==> src/rtl/uart_fifo_peripheral.sv <==
// UART peripheral: TX/RX FIFOs, tick generator, TX serialiser, 16x-oversampled receiver.
// Optional macro UART_LOOPBACK_EN: receiver fed from the TX serialiser, tx pin held high.

module uart_fifo_sync #(
  parameter int DEPTH     = 16,
  parameter int WIDTH     = 32,
  parameter int AF_THRESH = 12
) (
  input  logic             clk,
  input  logic             rst,
  input  logic             push_i,
  input  logic [WIDTH-1:0] data_i,
  input  logic             pop_i,
  output logic [WIDTH-1:0] data_o,
  output logic             full_o,
  output logic             empty_o,
  output logic             afull_o
);
  localparam int AW = $clog2(DEPTH);
  localparam int CW = AW + 1;

  logic [WIDTH-1:0] mem_q [DEPTH];
  logic [AW-1:0]    wr_q, rd_q;
  logic [CW-1:0]    cnt_q, cnt_d;
  logic             push_ok, pop_ok;

  // Flags come straight from the registered occupancy, so a push into a full FIFO is lost even with a pop
  assign full_o  = (cnt_q == CW'(DEPTH));
  assign empty_o = (cnt_q == '0);
  assign afull_o = (cnt_q >= CW'(AF_THRESH));
  assign push_ok = push_i && !full_o;
  assign pop_ok  = pop_i && !empty_o;
  assign cnt_d   = cnt_q + CW'(push_ok) - CW'(pop_ok);
  assign data_o  = empty_o ? '0 : mem_q[rd_q];

  always_ff @(posedge clk) begin
    if (push_ok) mem_q[wr_q] <= data_i;
  end

  always_ff @(posedge clk) begin
    if (rst) begin
      wr_q  <= '0;
      rd_q  <= '0;
      cnt_q <= '0;
    end else begin
      if (push_ok) wr_q <= wr_q + AW'(1);
      if (pop_ok)  rd_q <= rd_q + AW'(1);
      cnt_q <= cnt_d;
    end
  end
endmodule

module uart_fifo_peripheral #(
  parameter int BAUD_RATE          = 9600,
  parameter int CLOCK_FREQ         = 10000000,
  parameter int PARITY             = 0,   // 0 none, 1 even, 2 odd
  parameter int DATA_BITS          = 8,
  parameter int STOP_BITS          = 1,
  parameter int FIFO_DEPTH         = 16,
  parameter int ALMOST_FULL_THRESH = 12,
  parameter int USB_PACKET_WIDTH   = 32
) (
  input  logic                        clk,
  input  logic                        rst,
  input  logic                        rx,
  output logic                        tx,
  input  logic [USB_PACKET_WIDTH-1:0] tx_data,
  input  logic                        tx_valid,
  output logic                        tx_full,
  output logic [USB_PACKET_WIDTH-1:0] rx_data,
  input  logic                        rx_read,
  output logic                        rx_empty,
  output logic                        rx_almost_full,
  output logic                        rx_full,
  output logic                        rx_overrun
);
  localparam int   W       = USB_PACKET_WIDTH;
  localparam int   DIV_RAW = (CLOCK_FREQ + 8 * BAUD_RATE) / (16 * BAUD_RATE);
  localparam int   DIV     = (DIV_RAW < 1) ? 1 : DIV_RAW;
  localparam int   DW      = $clog2(DIV + 1);
  localparam logic PAR_EN  = (PARITY != 0);
  localparam logic PAR_ODD = (PARITY == 2);

  typedef enum logic [2:0] {T_IDLE, T_START, T_DATA, T_PAR, T_STOP} tx_state_e;
  typedef enum logic [2:0] {R_IDLE, R_START, R_DATA, R_PAR, R_STOP, R_PUSH, R_WAIT} rx_state_e;

  logic [DW-1:0] div_q;
  logic          tick;

  assign tick = (div_q == DW'(DIV - 1));

  always_ff @(posedge clk) begin
    if (rst || tick) div_q <= '0;
    else             div_q <= div_q + DW'(1);
  end

  logic                 tx_pop, tx_empty, tx_afull_unused, tx_ser, rx_in;
  logic [DATA_BITS-1:0] tx_head;
  logic                 tx_data_unused;

  assign tx_data_unused = ^tx_data[W-1:DATA_BITS];

  uart_fifo_sync #(.DEPTH(FIFO_DEPTH), .WIDTH(DATA_BITS), .AF_THRESH(FIFO_DEPTH)) u_txf (
    .clk(clk), .rst(rst), .push_i(tx_valid), .data_i(tx_data[DATA_BITS-1:0]), .pop_i(tx_pop),
    .data_o(tx_head), .full_o(tx_full), .empty_o(tx_empty), .afull_o(tx_afull_unused)
  );

  tx_state_e            t_state_q, t_state_d;
  logic [3:0]           t_tcnt_q, t_tcnt_d, t_bcnt_q, t_bcnt_d;
  logic [DATA_BITS-1:0] t_shift_q, t_shift_d;
  logic                 t_par_q, t_par_d, t_bit_end;

  assign t_bit_end = tick && (t_tcnt_q == 4'd15);

  always_ff @(posedge clk) begin
    if (rst) begin
      t_state_q <= T_IDLE;
      t_tcnt_q  <= '0;
      t_bcnt_q  <= '0;
    end else begin
      t_state_q <= t_state_d;
      t_tcnt_q  <= t_tcnt_d;
      t_bcnt_q  <= t_bcnt_d;
    end
    t_shift_q <= t_shift_d;
    t_par_q   <= t_par_d;
  end

  always_comb begin
    t_state_d = t_state_q;
    t_tcnt_d  = t_tcnt_q;
    t_bcnt_d  = t_bcnt_q;
    t_shift_d = t_shift_q;
    t_par_d   = t_par_q;
    tx_pop    = 1'b0;
    if (t_state_q != T_IDLE && tick) t_tcnt_d = t_tcnt_q + 4'd1;
    case (t_state_q)
      T_IDLE: if (!tx_empty) begin
        tx_pop    = 1'b1;
        t_shift_d = tx_head;
        t_par_d   = (^tx_head) ^ PAR_ODD;
        t_tcnt_d  = '0;
        t_bcnt_d  = '0;
        t_state_d = T_START;
      end
      T_START: if (t_bit_end) t_state_d = T_DATA;
      T_DATA: if (t_bit_end) begin
        t_shift_d = t_shift_q >> 1;
        if (t_bcnt_q == 4'(DATA_BITS - 1)) begin
          t_bcnt_d  = '0;
          t_state_d = PAR_EN ? T_PAR : T_STOP;
        end else begin
          t_bcnt_d = t_bcnt_q + 4'd1;
        end
      end
      T_PAR: if (t_bit_end) t_state_d = T_STOP;
      T_STOP: if (t_bit_end) begin
        if (t_bcnt_q == 4'(STOP_BITS - 1)) t_state_d = T_IDLE;
        else                               t_bcnt_d  = t_bcnt_q + 4'd1;
      end
      default: t_state_d = T_IDLE;
    endcase
  end

  always_comb begin
    case (t_state_q)
      T_START: tx_ser = 1'b0;
      T_DATA:  tx_ser = t_shift_q[0];
      T_PAR:   tx_ser = t_par_q;
      default: tx_ser = 1'b1;
    endcase
  end

`ifdef UART_LOOPBACK_EN
  logic rx_unused;
  assign rx_unused = rx;
  assign rx_in     = tx_ser;
  assign tx        = 1'b1;
`else
  assign rx_in = rx;
  assign tx    = tx_ser;
`endif

  logic rx_s1_q, rx_s2_q, rx_prev_q;

  always_ff @(posedge clk) begin
    if (rst) begin
      rx_s1_q   <= 1'b1;
      rx_s2_q   <= 1'b1;
      rx_prev_q <= 1'b1;
    end else begin
      rx_s1_q   <= rx_in;
      rx_s2_q   <= rx_s1_q;
      rx_prev_q <= rx_s2_q;
    end
  end

  rx_state_e            r_state_q, r_state_d;
  logic [3:0]           r_tcnt_q, r_tcnt_d, r_bcnt_q, r_bcnt_d;
  logic [DATA_BITS-1:0] r_shift_q, r_shift_d;
  logic                 r_perr_q, r_perr_d, r_ferr_q, r_ferr_d, r_bit_end, rx_push, ovr_q;
  logic [W-1:0]         rx_word;

  assign r_bit_end = tick && (r_tcnt_q == 4'd15);

  always_ff @(posedge clk) begin
    if (rst) begin
      r_state_q <= R_IDLE;
      r_tcnt_q  <= '0;
      r_bcnt_q  <= '0;
      ovr_q     <= 1'b0;
    end else begin
      r_state_q <= r_state_d;
      r_tcnt_q  <= r_tcnt_d;
      r_bcnt_q  <= r_bcnt_d;
      ovr_q     <= rx_push && rx_full;
    end
    r_shift_q <= r_shift_d;
    r_perr_q  <= r_perr_d;
    r_ferr_q  <= r_ferr_d;
  end

  always_comb begin
    r_state_d = r_state_q;
    r_tcnt_d  = r_tcnt_q;
    r_bcnt_d  = r_bcnt_q;
    r_shift_d = r_shift_q;
    r_perr_d  = r_perr_q;
    r_ferr_d  = r_ferr_q;
    rx_push   = 1'b0;
    if (tick) r_tcnt_d = r_tcnt_q + 4'd1;
    case (r_state_q)
      R_IDLE: if (rx_prev_q && !rx_s2_q) begin
        r_tcnt_d  = '0;
        r_perr_d  = 1'b0;
        r_state_d = R_START;
      end
      // Half a bit into the start bit: confirm it, then sample every 16 ticks from here
      R_START: if (tick && r_tcnt_q == 4'd7) begin
        r_tcnt_d  = '0;
        r_bcnt_d  = '0;
        r_state_d = rx_s2_q ? R_IDLE : R_DATA;
      end
      R_DATA: if (r_bit_end) begin
        r_shift_d = {rx_s2_q, r_shift_q[DATA_BITS-1:1]};
        if (r_bcnt_q == 4'(DATA_BITS - 1)) r_state_d = PAR_EN ? R_PAR : R_STOP;
        else                               r_bcnt_d  = r_bcnt_q + 4'd1;
      end
      R_PAR: if (r_bit_end) begin
        r_perr_d  = rx_s2_q ^ (^r_shift_q) ^ PAR_ODD;
        r_state_d = R_STOP;
      end
      R_STOP: if (r_bit_end) begin
        r_ferr_d  = !rx_s2_q;
        r_state_d = R_PUSH;
      end
      R_PUSH: begin
        rx_push   = 1'b1;
        r_state_d = r_ferr_q ? R_WAIT : R_IDLE;
      end
      R_WAIT: if (rx_s2_q) r_state_d = R_IDLE;
      default: r_state_d = R_IDLE;
    endcase
  end

  always_comb begin
    rx_word                = '0;
    rx_word[DATA_BITS-1:0] = r_shift_q;
    rx_word[W-1]           = r_ferr_q;
    rx_word[W-2]           = r_perr_q;
  end

  uart_fifo_sync #(.DEPTH(FIFO_DEPTH), .WIDTH(W), .AF_THRESH(ALMOST_FULL_THRESH)) u_rxf (
    .clk(clk), .rst(rst), .push_i(rx_push), .data_i(rx_word), .pop_i(rx_read),
    .data_o(rx_data), .full_o(rx_full), .empty_o(rx_empty), .afull_o(rx_almost_full)
  );

  assign rx_overrun = ovr_q;
endmodule
==> config.mk <==
export PLATFORM = sky130hd
export DESIGN_NAME = uart_fifo_peripheral
export DESIGN_NICKNAME = d
export VERILOG_FILES = /design/src/rtl/uart_fifo_peripheral.sv
export SDC_FILE = /design/constraint.sdc
export NUM_CORES = 1
export LEC_CHECK = 0
export ABC_CLOCK_PERIOD_IN_PS = 3800
export BUFFER_PORTS_ARGS = -buffer_cell sky130_fd_sc_hd__buf_2
export CAP_MARGIN = 20
export CORE_UTILIZATION = 55
export DETAILED_ROUTE_END_ITERATION = 10
export PLACE_DENSITY_LB_ADDON = 0.08
export SLEW_MARGIN = 20
export SYNTH_ARGS = -nofsm -noshare
export SYNTH_HDL_FRONTEND = slang
export SYNTH_SLANG_ARGS = --single-unit
==> constraint.sdc <==
create_clock -name clk -period 3.8 [get_ports clk]
set_clock_uncertainty 0.15 [all_clocks]
set_input_delay 0.38 -clock clk [delete_from_list [all_inputs] [get_ports clk]]
set_output_delay 0.38 -clock clk [all_outputs]
set_load 0.01 [all_outputs]
; After elaboration in Yosys (flattened, before gate mapping)
; Memory sizes are Yosys's and may differ from the RTL's. A register that Yosys moved wholly into a read port is not among the register bits.
; Cells that the tools add are included.
[word_totals]
ram_bits = 288
input_bits = 37
out_inout_bits = 38
word_cells = 166
reg_bits = 78
mem_count = 2
[mem_list]
columns = memory, depth, width, read_ports, rd_ports_with_merged_regs, write_ports, line_no
row1 = u_rxf.mem_q, 16, 10, 1, 1, 1, 22  ; logic [WIDTH-1:0] mem_q [DEPTH];
row2 = u_txf.mem_q, 16, 8, 1, 1, 1, 22
[op_classes]
n_addsub = 13
eq_ne = 34
reduce_logical = 37
bitwise = 2
magnitude_cmp = 1
mux = 55
[op_table]
columns = operator, count
row1 = $mux W4, 18
row2 = $mux W3, 15
row3 = $add A4 B1 Y4 const B, 8
row4 = $mux W32, 1
row5 = $ne A2 B2 Y1 const B, 16
row6 = $mux W8, 3
row7 = $pmux W3 S7, 1
row8 = $pmux W4 S2, 2
row9 = $pmux W8 S2, 1
row10 = $reduce_xor A8 Y1, 2
row11 = $pmux W3 S5, 1
row12 = $reduce_and A7 Y1, 2
row13 = $eq A3 B2 Y1 const B, 4
row14 = $eq A3 B3 Y1 const B, 4
row15 = $eq A4 B3 Y1 const B, 3
row16 = $pmux W4 S3, 1
row17 = $add A5 B1 Y5, 2
row18 = $eq A5 B5 Y1 const B, 2
row19 = $logic_and A1 B1 Y1, 10
row20 = $logic_not A5 Y1, 2
row21 = $sub A5 B1 Y5, 2
row22 = $mux W1, 9
row23 = $eq A4 B4 Y1 const B, 2
row24 = $add A7 B1 Y7 const B, 1
row25 = 18 further kinds, 30

; Logic depth before layout (Yosys ltp)
; Gate-level depths: netlist of run 1.
[depth]
word_depth = 6
mapped_depth = 14
ltp_nobuf = 14

; Cells and area by module
; Synthesis of run 1 repeated with hierarchy kept, for this count alone.
[unflattened]
cells_unflattened = 1477
area_unflattened_um2 = 28740.1
[modules_own_cells]
columns = mod, instances, cells_each, seq_area_each_um2, area_per_inst_um2
row1 = uart_fifo_sync at u_rxf, 1, 900, 15715.1, 20293.2
row2 = uart_fifo_sync at u_txf, 1, 318, 4184.0, 5875.6
row3 = uart_fifo_peripheral, 1, 259, 1231.2, 2571.2

; Least setup slack after synthesis of run 1
; OpenSTA, ideal clock, no wires.
[synth_path]
kind = flip-flop to flip-flop
startpoint = reg u_txf.cnt_q[3]
endpoint = reg u_txf.cnt_q[4]
period_less_slack_ns = 2.932
t_arrival_ns = 2.712
slack_ns = 0.868
path_buffers = 0
setup_ns = 0.070
path_stages_with_launch = 13
required_ns = 3.580
cell_sequence = dfxtp_1 > inv_1 > ha_1 > or4b_2 > nand2_1 > or2_2 > nand2_1 > ha_1 > fa_1 > a21oi_1 > nor2_1 > or3_1 > a21oi_1
[synth_between]
elab_chain_cells = 5
elab_cells_between_ends = 10
classes_between = 2 x add/sub / 1 x eq/ne / 2 x mux / 5 x reduce/logical
[synth_lines]
columns = element, line_no
row1 = from (decl), 24  ; logic [CW-1:0] cnt_q, cnt_d;
row2 = from (signal assigned), 48  ; cnt_q <= cnt_d;
row3 = $eq A5 B5 Y1 / $logic_not A5 Y1 (equally long branches), "28, 29"
row4 = $logic_not A1 Y1 / $mux W1 (equally long branches), "31, 138"
row5 = $logic_and A1 B1 Y1 / $mux W1 (equally long branches), "31, 137"
row6 = $add A5 B1 Y5 / $logic_and A1 B1 Y1 (equally long branches), "33, 32"
row7 = $sub A5 B1 Y5 (*), 33  ; assign cnt_d = cnt_q + CW'(push_ok) - CW'(pop_ok);
; Mark *: on every way between the ends. The rest lies on a longest branch, timed or not.
; A chain may end at the register's enable or synchronous reset.

; Final worst setup path of run 1
[layout_path]
startpoint = reg u_txf.cnt_q[2]
endpoint = reg u_txf.cnt_q[4]
; The elaborated chain is that of the path after synthesis.

==> results of run 1 <==
-- kinds of logic (layout without fill, tap and decap cells) --
kind of cell	after synthesis	in the layout	share of synthesized area (%)
flops	374	374	68.8
simple gates	242	242	7.59
mux	88	88	12.4
buf+inv	81	147	2.86
compound gates	74	74	3.21
xor+xnor	44	44	2.51
fa+ha+maj	31	31	2.62
other cells	1	22	0.0244
-- report_power, final --
part / internal (W) / switching [W] / leakage [nW]
sequential: 0.00467 / 0.000186 / 3.32
clock: 0.00220 / 0.00150 / 0.617
combinational: 0.00122 / 0.00125 / 1.81
total: 0.00809 / 0.00294 / 5.74
-- sequential cells by signal, indices dropped and copies added, names as in the netlist, 4 cells and up, named ones only --
name / cells
u_rxf.rd_q: 4
u_rxf.wr_q: 4
u_rxf.cnt_q: 5
r_tcnt_q: 4
t_tcnt_q: 4
u_txf.rd_q: 4
u_rxf.mem_q: 160
r_bcnt_q: 4
u_txf.mem_q: 128
u_txf.wr_q: 4
r_shift_q: 8
u_txf.cnt_q: 5
div_q: 7
t_shift_q: 8
t_bcnt_q: 4
-- cell type report --
cell class | count | share of cell area, %
Tap cell | 372 | 2.71
Clock inverter | 19 | 1.08
Timing Repair Buffer | 57 | 2.24
Clock buffer | 51 | 6.25
Sequential cell | 374 | 61.5
Inverter | 20 | 0.437
Multi-Input combinational cell | 501 | 25.8
-- layer usage --
metal / vias to the layer above / track usage [%] / wire length (µm)
li1: 3626 / - / -
met1: 3979 / 27.9 / 12100
met2: 207 / 37.6 / 15300
met3: 52 / 3.09 / 1230
met4: 0 / 6.82 / 697
met5: - / 0 / 0
-- through the flow --
step,setup slack (ns),area [µm²],utilization (%)
floorplan,0.868,15400,-
global placement,0.675,15900,58.6
detailed placement,0.583,15900,58.6
CTS,0.581,17200,63.2
global route,0.421,17200,63.2
finish,0.600,17200,63.2
-- synthesized netlist by cell type (5+ instances only) --
cell type / number / area share, %
nor2_1: 96 / 2.3
edfxtp_1: 307 / 60
a22o_1: 7 / 0.40
mux2i_1: 5 / 0.33
inv_1: 19 / 0.46
xor2_1: 18 / 1.0
a22oi_1: 15 / 0.73
nand2b_1: 9 / 0.37
mux4_2: 82 / 12
buf_1: 5 / 0.12
dfxtp_1: 67 / 8.7
buf_2: 7 / 0.23
nand4_1: 6 / 0.24
nor2b_1: 24 / 0.98
nor3_1: 16 / 0.52
buf_4: 23 / 1.1
xnor2_1: 26 / 1.5
or2_2: 5 / 0.20
nand2_1: 50 / 1.2
clkbuf_1: 21 / 0.51
a21oi_1: 24 / 0.78
o21ai_0: 11 / 0.36
nand3_1: 11 / 0.36
ha_1: 29 / 2.4
-- timing repair --
action,4_1_cts,5_1_grt
hold buffers,1,0
endpoints found under the hold margin,1,0
gates resized for setup,0,0
setup buffers,0,0
-- worst paths after layout --
check,slack (ns),to
worst max-delay path,0.60,u_txf.cnt_q[4]$_SDFF_PP0_
worst min-delay path,0.10,u_txf.mem_q[14][4]$_DFFE_PP_
worst max register to register,0.60,u_txf.cnt_q[4]$_SDFF_PP0_
worst min register to register,0.26,rx_s2_q$_SDFF_PP1_
==> run_results.csv, run 1 <==
group,metric,value,unit
setup_path,max_stage_delay,0.62,ns
layout,seq_area,0.0106,mm²
setup_path,start_kind,"register",
clocking,cts.sinks,374,
setup_path,critPathLaunch,"u_txf.cnt_q[2]$_SDFF_PP0_",
timing,hold_viol,0,
setup_path,cp_data_required_time,4.09,ns
routing,dr_total_vias,7864,
grt,grt_pass1_vias,8173,
power,leakagePower,5.74,nW
die,start_util,56.5,%
routing,avgViaCountPerCell,5.64,
setup_path,r2r-start,"u_txf.cnt_q[2]$_SDFF_PP0_",
synthesis,synthArstFlopShare,0,%
worst_hold_path,hp-start,"tx_data[4]",
flow_run,cap_violations,0,
placement,dp_hpwl,19.0,mm
clocking,clk_pin_slew,0.06,ns
timing,max_freq,313,MHz
timing,maxSlewHeadroom,30.1,%
synthesis,synth_seq_cells,374,
grt,antenna_found_initial,0,
setup_path,crit_cells,12,
die,dieHeight,169,µm
routing,drtIter0Drc,554,
synthesis,synth.distinct_cells,60,
synthesis,synth_edf_count,307,
synthesis,synth-seq-area-share,68.8,%
synthesis,synth_ff_type,"edfxtp_1",
placement,gp_congestion,0.806,
layout,drive_above_1_share,20.5,%
clocking,h-tree-depth,2,
setup_path,setup.worst_path.class,"reg -> reg",
grt,track_usage,21.5,%
power,power_density,642,mW/mm²
power,ir_worst_vdd,0.446,mV
timing,rsz0062_at_grt,"no",
layout,fin_cells,1394,
setup_path,cp_num_buf_inv,1,
die,die-area,0.0286,mm²
routing,drc_errors,0,
grt,grt_pass1_wl,46.1,mm
layout,nFillCells,1960,
synthesis,synth.avg_cell_area,16.4,µm²
setup_path,critPathMaxFanout,5,
die,io_pins,75,
clocking,cts_buffer_depth,3,
worst_hold_path,hold_path_class,"in -> reg",
layout,antenna_cells,0,
layout,layout_commonest_cell,"edfxtp_1",
setup_path,slowest_stage,"or4b_2",
synthesis,synth_cells,935,
clocking,cts_root_buf,"clkbuf_16",
die,row_count,60,
clocking,clkLatencyLatePin,0.53,ns
die,core,0.0272,mm²
setup_path,cp_cell_sequence,"inv_1 > ha_1 > or4b_2 > nand2_1 > or2_2 > nand2_1 > ha_1 > fa_1 > a21oi_1 > nor2_1 > or3_1 > a21oi_1",
layout,final_cell_mix,"edfxtp_1, nor2_1, mux4_2, dfxtp_1, nand2_1",
setup_path,arrival,3.48,ns
synthesis,yosys_warnings,0,
grt,grt_max_degree,58,
routing,firstDrtPassIters,5,
timing,fin_crit,3.20,ns
timing,fin_crit_sh,84.2,%
clocking,cts-buffers-inserted,39,
worst_hold_path,hold_path_depth,1,
routing,post_drt_wl_per_cell,21.0,µm
timing,fin_tns_setup,0,ns
routing,drt_wl_total,29.2,mm
placement,io_buffers,28,
timing,setup_viol,0,
die,die_x,169,µm
run_status,status,"complete, no violations",
layout,multi_input_area,0.00444,mm²
clocking,cts_tree,"built",
timing,hold_slack,0.104,ns
synthesis,synth_area,0.0154,mm²
timing,drv_slew,0,
layout,final_nets,1061,
power,total_power,0.0110,W
layout,syn_to_final_growth,11.9,%
routing,ant_nets,0,
setup_path,worst_setup_path_end_kind,"register",
grt,overflow,0,
setup_path,reg2reg_depth,12,
placement,dp.cells,1323,
setup_path,path_delay_family,"simple AND/OR/NAND/NOR gates",
timing,tightestPinTransition,1.05,ns
Note: power is estimated with default switching activity, not from simulation.
==> inputs of run 2 (changes only) <==
Settings changed: ABC_CLOCK_PERIOD_IN_PS 3800 to 2550.
Clock period 3.8 ns to 2.55 ns, I/O delays scaled along.
==> run 2 against run 1 <==
  * The run now ends with negative setup slack left
  * Non-clock buffer count increased by 70
  * Core utilization increased by 3.2 points
  * Critical path type is now reg -> out
  * Global-route usage fell by 0.18 points
  * Worst hold slack got worse by 0.081 ns
  * Largest cell class unchanged
  * Clock-buffer cell count is 4 lower
==> run_results.csv, run 2 (same netlist as run 1, synthesis figures left out) <==
group,metric,value,unit
clocking,cts-buffers-inserted,39,
grt,antenna_found_initial,0,
setup_path,reg2reg_setup_slack,-0.13,ns
power,power_density,973,mW/mm²
placement,dp_hpwl,19.5,mm
power,total_power,0.0176,W
timing,setup_viol,12,
setup_path,max_stage_delay,0.54,ns
die,dieHeight,169,µm
grt,track_usage,21.3,%
clocking,cts_root_buf,"clkbuf_16",
layout,fin_util,66.5,%
routing,drt_wl_total,29.7,mm
die,io_pins,75,
die,die_x,169,µm
routing,drc_errors,0,
layout,drive_above_1_share,29.3,%
timing,rsz0062_at_grt,"yes",
layout,final_cell_mix,"edfxtp_1, nor2_1, mux4_2, buf_4, dfxtp_1",
layout,multi_input_area,0.00467,mm²
setup_path,path_delay_family,"multiplexers",
routing,dr_total_vias,8244,
timing,setup_ws,-0.287,ns
timing,fin_crit,2.84,ns
grt,overflow,0,
grt,grt_pass1_vias,8500,
setup_path,worst_setup_path_end_kind,"primary output",
clocking,cts_buffer_depth,3,
power,leakagePower,6.19,nW
routing,drtIter0Drc,650,
run_status,status,"finished with violations",
setup_path,critPathMostFrequentCell,"mux4_2",
setup_path,cp_cell_sequence,"buf_12 > mux4_2 > mux4_2 > nor2b_1 > buf_2",
routing,ant_nets,0,
timing,drv_slew,0,
clocking,h-tree-depth,2,
layout,syn_to_final_growth,17.6,%
placement,io_buffers,28,
clocking,clkLatencyLatePin,0.53,ns
layout,final_area,0.0181,mm²
routing,avgViaCountPerCell,5.63,
layout,seq_area,0.0106,mm²
die,start_util,56.5,%
layout,largest_reg_flops,160,
power,ir_worst_vdd,0.639,mV
clocking,cts_tree,"built",
grt,grt_max_degree,41,
setup_path,start_kind,"register",
layout,reg_top3,"u_rxf.mem_q: 160 flops, u_txf.mem_q: 128 flops",
timing,maxSlewHeadroom,57.3,%
timing,fin_crit_sh,111,%
setup_path,arrival,2.43,ns
timing,tightestPinTransition,0.639,ns
layout,antenna_cells,0,
routing,firstDrtPassIters,5,
die,row_count,60,
routing,post_drt_wl_per_cell,20.3,µm
setup_path,slowest_stage,"mux4_2",
layout,layout_commonest_cell,"edfxtp_1",
layout,nFillCells,1863,
timing,max_freq,352,MHz
clocking,cts.sinks,374,
layout,top_register,"u_rxf.mem_q",
placement,placed_area,0.0165,mm²
die,core,0.0272,mm²
run_status,violations,"negative setup slack",
worst_hold_path,hold_path_class,"in -> reg",
timing,hold_viol,0,
clocking,clk_pin_slew,0.06,ns
grt,grt_pass1_wl,46.2,mm
layout,final_nets,1131,
setup_path,critPathMaxFanout,13,
setup_path,cp_num_buf_inv,2,
die,die-area,0.0286,mm²
placement,gp_congestion,0.805,
setup_path,cp_data_required_time,2.14,ns
flow_run,cap_violations,0,
setup_path,setup.worst_path.class,"reg -> out",
run 2: per-layer routing:
| layer | vias up | global-route usage [%] | part of all wire (%) | wire length [µm] |
|---|---|---|---|---|
| li1 | 3776 | - | - | - |
| met1 | 4202 | 27.0 | 40 | 12000 |
| met2 | 214 | 37.8 | 53 | 15600 |
| met3 | 52 | 2.97 | 4.1 | 1210 |
| met4 | 0 | 7.40 | 3.1 | 908 |
| met5 | - | 0 | 0 | 0 |
run 2: what timing repair did:
| item | in CTS | in global routing |
|---|---|---|
| cloned | 1 | 1 |
| pin swaps | 8 | 16 |
| hold buffers | 9 | 0 |
| setup buffers | 1 | 7 |
| setup endpoints to repair | 13 | 17 |
| endpoints found under the hold margin | 111 | 0 |
| gates resized for setup | 8 | 32 |
run 2: final timing paths:
check / startpoint / cells past startpoint / endpoint
worst max register to register: u_txf.cnt_q[2]$_SDFF_PP0_ / 12 / u_txf.cnt_q[4]$_SDFF_PP0_
worst min register to register: rx_s1_q$_SDFF_PP1_ / 1 / rx_s2_q$_SDFF_PP1_
worst min-delay path: tx_data[7] / 1 / u_txf.mem_q[4][7]$_DFFE_PP_
worst max-delay path: register / 5 / rx_data[5]
run 2: metrics by stage:
stage | instances | hold WS, ns | TNS [ns] | setup slack [ns]
2_1_floorplan | 956 | 0.204 | -0.0975 | -0.0975
3_3_place_gp | 1375 | 0.250 | -0.0987 | -0.0987
3_5_place_dp | 1375 | 0.289 | -0.200 | -0.163
4_1_cts | 1457 | 0.00408 | -3.06 | -0.317
5_1_grt | 1465 | 0.0124 | -3.58 | -0.360
6_report | 1465 | 0.0226 | -2.72 | -0.287
run 2: cell type report:
class	count	area share, %
multi-input combinational	501	25.8
inverter	20	0.416
tap	372	2.58
sequential	374	58.5
clock buffer	47	5.80
timing repair buffer	127	5.84
clock inverter	24	0.997
run 2: power breakdown:
| group | leakage (nW) | switching [W] | total [W] | internal, W |
|---|---|---|---|---|
| Combinational | 2.27 | 0.00237 | 0.00500 | 0.00262 |
| Clock | 0.602 | 0.00226 | 0.00540 | 0.00314 |
| Sequential | 3.32 | 0.000220 | 0.00718 | 0.00696 |
==> inputs of run 3 (changes only) <==
Settings changed: CELL_PAD_IN_SITES_DETAIL_PLACEMENT set to 1, CELL_PAD_IN_SITES_GLOBAL_PLACEMENT set to 1, CORE_UTILIZATION 55 to 47, PLACE_DENSITY set to 0.82, PLACE_DENSITY_LB_ADDON 0.08 to unset.
==> run 3 against run 2 <==
  * The flow still finishes with violations (negative setup slack)
  * Cell area up 0.33%
  * Worst setup slack worse by 0.082 ns
  * Fmax fell by 2.8%
  * Routed wire length is 20% higher
  * Core utilization is 9.6 points lower
  * Highest routed layer unchanged
  * Critical path depth rose by 1
  * Critical endpoint is now rx_data[0]
  * Worst hold slack improved by 0.13 ns
  * Sequential cell count stayed put
  * Global-route usage grew 0.32 points
  * Sequential power is essentially flat
==> run_results.csv, run 3 (same netlist as run 1, synthesis figures left out) <==
group,metric,value,unit
die,io_pins,75,
layout,final_nets,1131,
die,core,0.0319,mm²
routing,ant_nets,0,
timing,fin_crit_sh,114,%
grt,grt_pass1_vias,9285,
timing,setup_ws,-0.369,ns
power,internal_power,0.0127,W
die,die-area,0.0334,mm²
worst_hold_path,hp-start,"rx_read",
setup_path,arrival,2.51,ns
placement,io_buffers,28,
layout,syn_to_final_growth,18.0,%
grt,grt_pass1_wl,54.2,mm
clocking,cts-buffers-inserted,39,
setup_path,critPathMaxFanout,7,
setup_path,setup.worst_path.class,"reg -> out",
die,die_x,183,µm
layout,largest_reg_flops,160,
layout,top_register,"u_rxf.mem_q",
run_status,violations,"negative setup slack",
setup_path,r2r-start,"u_txf.cnt_q[2]$_SDFF_PP0_",
power,power_density,973,mW/mm²
power,p_seq_share,40.8,%
grt,grt_max_degree,42,
layout,reg_top3,"u_rxf.mem_q: 160 flops, u_txf.mem_q: 128 flops",
timing,fin_crit,2.92,ns
routing,avgViaCountPerCell,5.58,
timing,hold_viol,0,
timing,drv_slew,0,
die,row_count,65,
placement,dp_hpwl,22.1,mm
setup_path,cp_data_required_time,2.14,ns
routing,firstDrtPassIters,5,
grt,overflow,0,
die,start_util,48.2,%
routing,post_drt_wl_per_cell,23.3,µm
layout,layout_commonest_cell,"edfxtp_1",
routing,drtIter0Drc,605,
grt,track_usage,21.6,%
setup_path,start_kind,"register",
clocking,cts_root_buf,"clkbuf_16",
power,ir_worst_vdd,0.679,mV
power,total_power,0.0176,W
die,dieHeight,183,µm
worst_hold_path,hold_path_class,"in -> reg",
power,pwr-share-comb,27.7,%
timing,tightestPinTransition,0.750,ns
run_status,status,"finished with violations",
power,switching_share,27.9,%
power,leakagePower,6.18,nW
timing,maxSlewHeadroom,50.0,%
clocking,cts.sinks,374,
grt,antenna_found_initial,0,
clocking,cts_buffer_depth,3,
routing,drt_wl_total,35.5,mm
placement,gp_congestion,0.754,
timing,max_freq,343,MHz
timing,rsz0062_at_grt,"yes",
clocking,clkLatencyLatePin,0.53,ns
timing,setup_viol,11,
layout,final_cell_mix,"edfxtp_1, nor2_1, mux4_2, buf_4, dfxtp_1",
layout,drive_above_1_share,28.0,%
setup_path,worst_setup_path_end_kind,"primary output",
flow_run,cap_violations,0,
clocking,clk_pin_slew,0.06,ns
layout,fin_util,56.9,%
layout,antenna_cells,0,
timing,hold_slack,0.157,ns
power,netSwitchingPower,0.00492,W
clocking,h-tree-depth,2,
routing,drc_errors,0,
clocking,cts_tree,"built",
routing,dr_total_vias,8516,
power,clockPowerShare,31.6,%
==> run 3: path summary, 6_finish.rpt <==
check	to	slack, ns	depth (start not counted)
min	u_rxf.cnt_q[0]$_SDFF_PP0_	0.16	4
min reg2reg	rx_s2_q$_SDFF_PP1_	0.28	1
max	rx_data[0]	-0.37	6
max reg2reg	u_txf.cnt_q[4]$_SDFF_PP0_	-0.13	12
==> run 3: power groups by stage <==
stage / combinational [W] / clock [W] / sequential, W
2_1_floorplan: 0.00311 / 0 / 0.00720
3_3_place_gp: 0.00421 / 0 / 0.00727
3_5_place_dp: 0.00439 / 0 / 0.00729
4_1_cts: 0.00467 / 0.00566 / 0.00719
5_1_grt: 0.00533 / 0.00587 / 0.00721
6_report: 0.00487 / 0.00557 / 0.00719
==> run 3: final cells by class <==
class / count / area [µm²]
clock buffer: 53 / 1070
inverter: 20 / 75.1
tap: 435 / 544
clock inverter: 17 / 174
fill: 2963 / 13800
sequential: 374 / 10600
multi-input combinational: 501 / 4620
timing repair buffer: 127 / 1070
==> run 3: per-layer routing <==
metal / up-vias / track usage, % / wire (µm) / part of all wire, %
met3: 65 / 3.08 / 1500 / 4.2
met1: 4454 / 27.7 / 14600 / 41
met2: 228 / 38.6 / 18600 / 52
met5: - / 0 / 0 / 0
li1: 3769 / - / - / -
met4: 0 / 5.97 / 852 / 2.4
==> run 3: timing repair <==
item / CTS / global route
endpoints found under the hold margin: 142 / 0
cloned: 1 / 2
gates resized for setup: 15 / 16
hold buffers: 10 / 0
buffers inserted: 3 / 2
pin swaps: 8 / 5
setup endpoints to repair: 12 / 21
==> run 3: stage by stage <==
stage               TNS [ns]  setup WS [ns]  instance area, µm²  std cells
floorplan            -0.0975        -0.0975               15500        956
global placement      -0.107         -0.107               16500       1439
detailed placement    -0.138         -0.138               16500       1439
CTS                    -3.56         -0.374               18000       1523
finish                 -3.48         -0.369               18100       1527
global route           -4.27         -0.417               18100       1527
==> run 3: worst max-delay path, cell delays in order (launching register included) <==
cell and delay [ns]:
dfxtp_4 0.41, buf_12 0.13, buf_12 0.13, mux4_2 0.57
mux4_2 0.47, nor2b_1 0.13, buf_2 0.14
